--- config.mk ---
export PLATFORM = sky130hd
export DESIGN_NAME = io_bus_ctrl
export DESIGN_NICKNAME = d
export VERILOG_FILES = /design/src/rtl/io_bus_pkg.sv /design/src/rtl/io_debounce.sv /design/src/rtl/io_bus_ctrl.sv
export SDC_FILE = /design/constraint.sdc
export NUM_CORES = 1
export LEC_CHECK = 0
export CORE_AREA = 2 2 148 150
export DETAILED_ROUTE_END_ITERATION = 16
export DIE_AREA = 0 0 150 152
export GPL_ROUTABILITY_DRIVEN = 0
export HOLD_SLACK_MARGIN = 0.06
export PLACE_DENSITY = 0.57
export SLEW_MARGIN = 0
export SYNTH_ARGS = -nofsm -noshare
export SYNTH_HDL_FRONTEND = slang
export SYNTH_SLANG_ARGS = --single-unit
--- constraint.sdc ---
create_clock -name clk -period 5.1 [get_ports clk]
set_input_delay 1.275 -clock clk [delete_from_list [all_inputs] [get_ports clk]]
set_output_delay 1.275 -clock clk [all_outputs]
set_load 0.005 [all_outputs]
--- src/rtl/io_bus_pkg.sv ---
// Shared definitions for the memory-mapped IO controller: register map
// and the switch-to-nibble encoder used by hex entry.
package io_bus_pkg;

    localparam logic [7:0] IO_LED  = 8'h00;
    localparam logic [7:0] IO_SEG  = 8'h04;
    localparam logic [7:0] IO_SW   = 8'h08;
    localparam logic [7:0] IO_VLD  = 8'h0C;
    localparam logic [7:0] IO_DATA = 8'h10;
    localparam logic [7:0] IO_RDY  = 8'h14;

    // Index of the lowest set bit; several simultaneous rises collapse to one nibble.
    function automatic logic [3:0] nibble_of_lowest(input logic [15:0] v);
        logic [3:0] idx;
        idx = '0;
        for (int i = 15; i >= 0; i--) begin
            if (v[i]) idx = 4'(i);
        end
        return idx;
    endfunction

endpackage

--- src/rtl/io_debounce.sv ---
// Two-flop synchronizer followed by an optional per-bit debounce counter.
// Macro IO_DEBOUNCE_EN enables the counter stage; without it the debounced
// value is the synchronizer output and DB_CYCLES has no effect.
module io_debounce #(
    parameter int WIDTH     = 17,
    parameter int DB_CYCLES = 1_000_000
) (
    input  logic             clk,
    input  logic             rst,
    input  logic [WIDTH-1:0] raw,
    output logic [WIDTH-1:0] db
);

    logic [WIDTH-1:0] meta_reg;
    logic [WIDTH-1:0] sync_reg;

    // Bring the asynchronous board inputs into the clk domain.
    always_ff @(posedge clk or negedge rst) begin
        if (!rst) begin
            meta_reg <= '0;
            sync_reg <= '0;
        end else begin
            meta_reg <= raw;
            sync_reg <= meta_reg;
        end
    end

`ifdef IO_DEBOUNCE_EN
    localparam int CNT_W = (DB_CYCLES > 1) ? $clog2(DB_CYCLES + 1) : 1;

    generate
        for (genvar gi = 0; gi < WIDTH; gi++) begin : g_bit
            logic [CNT_W-1:0] cnt_reg;
            logic             db_reg;

            // Accept a new level only after it has differed for DB_CYCLES consecutive cycles.
            always_ff @(posedge clk or negedge rst) begin
                if (!rst) begin
                    cnt_reg <= '0;
                    db_reg  <= 1'b0;
                end else if (sync_reg[gi] == db_reg) begin
                    cnt_reg <= '0;
                end else if (cnt_reg == CNT_W'(DB_CYCLES - 1)) begin
                    cnt_reg <= '0;
                    db_reg  <= sync_reg[gi];
                end else begin
                    cnt_reg <= cnt_reg + 1'b1;
                end
            end

            assign db[gi] = db_reg;
        end
    endgenerate
`else
    assign db = sync_reg;
`endif

endmodule

--- src/rtl/io_bus_ctrl.sv ---
// IO controller on the CPU's memory-mapped IO bus: LED register, scanned
// 8-digit hex display with a busy/ready handshake, and handshaked hex entry
// from switches plus commit button. Optional macro: IO_DEBOUNCE_EN.
module io_bus_ctrl
    import io_bus_pkg::*;
#(
    parameter int DB_CYCLES = 1_000_000,
    parameter int SCAN_DIV  = 50_000
) (
    input  logic        clk,
    input  logic        rst,
    input  logic [7:0]  io_addr,
    input  logic [31:0] io_dout,
    input  logic        io_we,
    output logic [31:0] io_din,
    input  logic [15:0] sw,
    input  logic        btn,
    output logic [15:0] led,
    output logic [2:0]  an,
    output logic [3:0]  seg_d
);

    localparam int DIV_W   = $clog2(SCAN_DIV + 1);
    localparam int FRAME_W = $clog2(8 * SCAN_DIV + 1);

    logic [16:0]        db_in;
    logic [16:0]        db_prev_reg;
    logic [16:0]        rise;
    logic [15:0]        led_reg;
    logic [31:0]        seg_data_reg;
    logic [31:0]        in_data_reg;
    logic               in_vld_reg;
    logic               out_rdy_reg;
    logic [DIV_W-1:0]   div_reg;
    logic [2:0]         an_reg;
    logic [FRAME_W-1:0] frame_reg;
    logic               wr_led;
    logic               wr_seg;
    logic               ack;

    io_debounce #(
        .WIDTH     (17),
        .DB_CYCLES (DB_CYCLES)
    ) u_debounce (
        .clk (clk),
        .rst (rst),
        .raw ({btn, sw}),
        .db  (db_in)
    );

    assign rise   = db_in & ~db_prev_reg;
    assign wr_led = io_we && (io_addr == IO_LED);
    assign wr_seg = io_we && (io_addr == IO_SEG) && out_rdy_reg;
    assign ack    = io_we && (io_addr == IO_VLD);

    // Edge history for the debounced inputs and the LED register.
    always_ff @(posedge clk or negedge rst) begin
        if (!rst) begin
            db_prev_reg <= '0;
            led_reg     <= '0;
        end else begin
            db_prev_reg <= db_in;
            if (wr_led) led_reg <= io_dout[15:0];
        end
    end

    // Hex entry: ack clears first, a button rise then sets valid, so set wins.
    always_ff @(posedge clk or negedge rst) begin
        if (!rst) begin
            in_data_reg <= '0;
            in_vld_reg  <= 1'b0;
        end else begin
            if (ack) begin
                in_data_reg <= '0;
                in_vld_reg  <= 1'b0;
            end else if (!in_vld_reg && (|rise[15:0])) begin
                in_data_reg <= {in_data_reg[27:0], nibble_of_lowest(rise[15:0])};
            end
            if (rise[16]) in_vld_reg <= 1'b1;
        end
    end

    // Free-running digit scan: divider wraps every SCAN_DIV cycles and steps the digit.
    always_ff @(posedge clk or negedge rst) begin
        if (!rst) begin
            div_reg <= '0;
            an_reg  <= '0;
        end else if (div_reg == DIV_W'(SCAN_DIV - 1)) begin
            div_reg <= '0;
            an_reg  <= an_reg + 1'b1;
        end else begin
            div_reg <= div_reg + 1'b1;
        end
    end

    // Display handshake: an accepted frame holds off new data for one full refresh.
    always_ff @(posedge clk or negedge rst) begin
        if (!rst) begin
            seg_data_reg <= '0;
            out_rdy_reg  <= 1'b1;
            frame_reg    <= '0;
        end else if (wr_seg) begin
            seg_data_reg <= io_dout;
            out_rdy_reg  <= 1'b0;
            frame_reg    <= '0;
        end else if (!out_rdy_reg) begin
            if (frame_reg == FRAME_W'(8 * SCAN_DIV - 1)) begin
                out_rdy_reg <= 1'b1;
                frame_reg   <= '0;
            end else begin
                frame_reg <= frame_reg + 1'b1;
            end
        end
    end

    // Read mux, combinational on the address; unmapped addresses read as zero.
    always_comb begin
        io_din = '0;
        case (io_addr)
            IO_LED:  io_din = {16'b0, led_reg};
            IO_SW:   io_din = {16'b0, db_in[15:0]};
            IO_VLD:  io_din = {31'b0, in_vld_reg};
            IO_DATA: io_din = in_data_reg;
            IO_RDY:  io_din = {31'b0, out_rdy_reg};
            default: io_din = '0;
        endcase
    end

    assign led   = led_reg;
    assign an    = an_reg;
    assign seg_d = seg_data_reg[{an_reg, 2'b00} +: 4];

endmodule
-- Word level (Yosys, flattened, before mapping)
Cells that the tools add are included.
- output and inout port bits: 55
- input bits: 60
- register bits after elaboration: 171
- shift operators: 1
- reductions and logical operators: 10
- bitwise operators: 2
- mux-type cells: 28
- eq/ne operators: 8
- add/subtract/negate cells: 3
- operator list (kind ; count):
    case mux 32 bit (5 select lines) ; 1
    two-way mux 32 bit ; 2
    two-way mux 4 bit ; 16
    two-way mux 19 bit ; 3
    variable part select 32 x 6 -> 4 bit ; 1
    adder 19 x 1 -> 19 bit, second input constant ; 1
    == test 19 bit, second input constant ; 1
    bitwise AND 17 bit ; 1
    NOT 17 bit ; 1
    adder 16 x 1 -> 16 bit, second input constant ; 1
    == test 16 bit, second input constant ; 1
    == test 8 x 4 -> 1 bit, second input constant ; 2
    == test 8 x 5 -> 1 bit, second input constant ; 2
    two-way mux 16 bit ; 1
    OR reduction 16 bit ; 1
    == test 8 x 3 -> 1 bit, second input constant ; 1
    zero test 8 bit ; 1
    logical AND 1 bit ; 5
    two-way mux 1 bit ; 5
    nonzero test 2 bit ; 2
    adder 3 x 1 -> 3 bit, second input constant ; 1
    inequality test 2 x 1 -> 1 bit, second input constant ; 1
    zero test 1 bit ; 1

-- Longest topological paths before layout
- word-level depth: 20
- gate-level depth with buffers: 7
- depth with buffers taken out: 6

-- Hierarchy
A second synthesis with hierarchy kept.
- cell total of the unflattened synthesis: 635
- area, all modules: 7368.3 sq um
- modules (own cells, without submodules) (module ; area an instance (sq um) ; instances ; cells each ; sequential area each (sq um)):
    io_bus_ctrl ; 6517.5 ; 1 ; 601 ; 3429.5
    io_debounce ; 850.8 ; 1 ; 34 ; 850.8

-- Worst setup path before layout
OpenSTA, ideal clock, no wires.
- path kind: input port to output port
- from: in io_addr[0]
- to: out io_din[1]
- buffers on the path: 2
- stages on the path: 7
- setup slack: 0.921 ns
- arrival time: 2.904 ns
- cell sequence: or2_1 > or4_1 > buf_2 > nor4b_2 > clkbuf_1 > a222oi_1 > inv_1
- longest elaborated chain between the ends: 2
- elaborated cells on any way between the ends: 6
- classes of those cells: eq/ne: 4; mux: 1; reduce/logical: 1
- RTL lines (what ; RTL line ; text):
    start: declaration ; io_bus_ctrl.sv:12 ; input logic [7:0] io_addr,
    == test 8 x 5 -> 1 bit (tied with other cells) ; io_bus_ctrl.sv:119 ; case (io_addr)
    case mux 32 bit (5 select lines) (*) ; io_bus_ctrl.sv:119 ;
    end: declaration ; io_bus_ctrl.sv:15 ; output logic [31:0] io_din,
Mark *: on every way between the ends. The rest lies on a longest branch, timed or not.

-- Worst setup path after layout
- from: in io_addr[0]
- to: out io_din[11]
The elaborated chain is that of the path after synthesis.

==> run summary <==
The worst flop-to-flop path startpoint is frame_reg[14]. The synthesis-to-layout area growth came out at 27.9%. The sequential cells in the finished layout cover a total of 0.00428 mm². The commonest register cell after synthesis is dfrtp_1. The via count of the first global-routing pass is 5522. During I/O placement, the number of pins put on the boundary was 115.

The portion of synthesized area spent on multiplexers is 10.7%. Of the cells placed in the final design, the portion with a size suffix greater than 1 is 13.5%. The final worst clock skew is 9.32 ps. Fill cells in the final layout number 2019. The placed standard-cell area is 0.00883 mm². The gate family responsible for the most delay along the worst path is buffers and inverters. The HPWL reported at the end of detailed placement came out at 13600 µm. The number of nets in the finished design came out at 806. The post-synthesis compound-gate area fraction came out at 8.98%.

The fraction of synthesized cell area in xor and xnor cells is 2.15%. The number of pins exceeding their max-slew limit in the final report came out at 0. The number of non-filler instances in the completed layout came out at 1036. The number of buffers on the longest clock path came out at 2. The wire length per cell after detailed routing came out at 17.9 µm. The library cell used most frequently in the layout, excluding fill and tap cells, is dfrtp_1.

The clock-pin transition on the worst setup and hold timing paths came out at 60 ps. The first global-routing pass estimated 29900 µm of wire. The mapped cell area came out at 0.00734 mm². The number of placement rows is 54.

The power density of the placed cells is 315 mW/mm². Along the worst path, the maximum fanout reaches 32. The hold violation total from the final report came to 0.

The total overflow left after global routing is 0. The flow ran to the end, and the final reports show no timing, DRC or antenna violations. The main combinational cell family by area after synthesis is simple AND/OR/NAND/NOR gates. The maximum cell stage delay along the critical path came out at 490 ps. The latest clock arrival within the worst-skew pair is 420 ps. Traced cell by cell, the critical path runs through clkdlybuf4s50_1 > or2_1 > or4_4 > nor4b_4 > buf_12 > a222oi_1 > inv_1 > clkdlybuf4s50_1.

The synthesized design contains 0 enable-type register cells. The number of input and output port buffers inserted came out at 114. The share of the yosys chip area belonging to registers is 58.3%.

Together, buffers and inverters on the worst path number 4. Setup repair after global routing left no endpoint under its margin. The CTS tree is done. The number of buffers inserted for hold repair after clock tree synthesis is 0. dfrtp_1 takes more of the synthesized area than any other cell. The post-synthesis share of cell area spent on and, or, nand and nor gates came out at 16.3%. The adder-cell share of the synthesized area came out at 0.511%.

The horizontal extent of the die came out at 150 µm. The iteration-0 DRC count of the detailed router is 447. The setup total negative slack is 0 ps.

The clock period minus worst slack is 4950 ps. The number of vias after detailed routing is 5360. In this run, synthesis produced a sequential element count of 171. The static power due to leakage is 4.13 nW. Synthesis produced a netlist with a net count of 697. The maximum clock frequency is 0.202 GHz. The initial antenna violation count is 1. In the final layout, the multi-input gates occupy 0.00288 mm². In the layout the commonest cells are dfrtp_1, clkdlybuf4s50_1, nand2_1, o21ai_0, nand3_1.

The count of instances resized after the clock tree is built is 0. The critical path ends at io_din[11]. The critical path start-end classification is primary input to output port. The final setup violation count came out at 0. The post-synthesis instance total came out at 634. The sum of routed wire length over all layers is 18500 µm.

The clock sink count is 171. IR analysis of the VDD net gives a maximum drop of 0.000248 V. The most numerous cell type found on the critical path is clkdlybuf4s50_1. The effective utilization at floorplan came out at 34.4%. The area enclosed by the die boundary is 0.0228 mm².

The area share of the largest cell type after synthesis is 57.9%. The critical path starts at io_addr[0]. The number of gates on the worst path with buffers counted came out at 8. The number of distinct library cells after synthesis is 54. The core region area is 0.0214 mm². The summed area of non-filler cells in the final layout is 0.00939 mm².

Averaged over all synthesized cells, the footprint is 11.6 µm². The measured slew at the worst slew-check pin came out at 990 ps. In this run the vertical extent of the chip is 152 µm.

The cell sitting at the root of the clock tree is a clkbuf_16. The register-to-register path setup slack came out at 2800 ps. The data required time at the worst endpoint is 3830 ps.

The number of DRC violations after detailed routing is 0. The path class of the tightest hold or removal check is flip-flop to flip-flop. The largest individual stage delay along the critical path comes from the cell or4_4. The number of levels the H-tree was split into is 4. The detailed-router iteration count before antenna repair is 6. For the worst setup path, the data arrival time is 3680 ps.

In the post-synthesis netlist, the biggest area contributors are dfrtp_1, mux2_2, o21ai_0, nand3_1, nand2_1. The worst setup path is launched from a primary input. For this run, the number of Yosys warnings is 0. The count of nets left with antenna violations once routing finished came out at 0. The maximum number of pins on one net before global-route repair is 99. The max-slew headroom at the worst pin came out at 34.0%. The share of async-settable or async-resettable flops after synthesis came out at 100%. The number of cells after detailed placement is 1004. Across the run, the number of max-cap violations was 0. The total global-route track usage is 16.9%. The endpoint class of the critical path is an output port. Clock tree synthesis inserted a total of 17 buffers.

The capturing point of the worst reg2reg path is frame_reg[13]. The share of the cycle needed by the critical path after routing is 97.1%. The post-CTS setup-driven buffer insertion count is 0.

The worst-case reg-to-reg path depth is 5. The average via count per standard cell is 5.17.
-- per-layer routing --
layer / global-route usage [%] / vias to the layer above / part of all wire [%]
met1: 22.7 / 2667 / 44
met4: 6.83 / 0 / 3.1
met3: 3.96 / 34 / 5.7
li1: - / 2484 / -
met2: 26.2 / 175 / 48
met5: 0 / - / 0
-- worst min path at each step --
| stage | endpoint | cells after the start | slack (ps) | start |
|---|---|---|---|---|
| finish | u_debounce.db[8] | 0 | 350 | u_debounce.meta_reg[8] |
| global route | u_debounce.db[12] | 0 | 350 | u_debounce.meta_reg[12] |
| CTS | u_debounce.db[8] | 0 | 350 | u_debounce.meta_reg[8] |
| detailed placement | u_debounce.db[12] | 0 | 340 | u_debounce.meta_reg[12] |
| global placement | u_debounce.db[8] | 0 | 330 | u_debounce.meta_reg[8] |
| floorplan | u_debounce.db[0] | 0 | 330 | u_debounce.meta_reg[0] |
-- layout make-up --
class,count,share of cell area (%)
diodes,1,0.0266
clock buffers,20,4.86
clock inverters,11,0.946
inverters,25,0.999
multi-input cells,406,30.6
flip-flops and latches,171,45.6
well taps,280,3.73
repair buffers,122,13.2
-- where the power goes --
part | internal (W) | switching (W) | total [W]
clock | 0.000652 | 0.000537 | 0.00119
sequential | 0.00144 | 0.0000911 | 0.00153
combinational | 0.000125 | 0.000114 | 0.000238
total | 0.00222 | 0.000741 | 0.00296
-- per-stage QoR --
stage          utilization, %  total power (W)  setup slack, ps  hold WS, ps
6_report                 44.0          0.00296              149          346
3_3_place_gp             41.4          0.00179             89.1          334
3_5_place_dp             41.4          0.00180             31.4          336
5_1_grt                  44.0          0.00310             36.9          354
4_1_cts                  43.9          0.00300             29.9          348
2_1_floorplan               -          0.00164              921          331
-- synthesized netlist by cell type (10+ instances only) --
cell      number
inv_1         25
nor2b_1       10
nand4_1       10
nor2_1        30
mux2_1        10
clkbuf_1      26
o21ai_0       49
nand2_1       53
a21oi_1       16
a222oi_1      15
mux2_2        43
nand3_1       44
and2_1        17
nand2b_1      14
dfrtp_1      170
-- cells by family (layout without fill, tap and decap cells) --
logic type      after synthesis  after routing
buf+inv                      57            178
compound gates              101            101
other cells                   0              1
xor+xnor                     18             18
simple gates                222            222
flops                       171            171
fa+ha+maj                     3              3
mux                          62             62
-- worst register-to-register path, stage by stage, from the launching register on --
cell and delay (ps):
dfrtp_1 440, or3_1 390, nor4b_1 450, a21o_1 480
o21ai_0 170, a22o_1 260
Power figures use the tool's default switching activity.
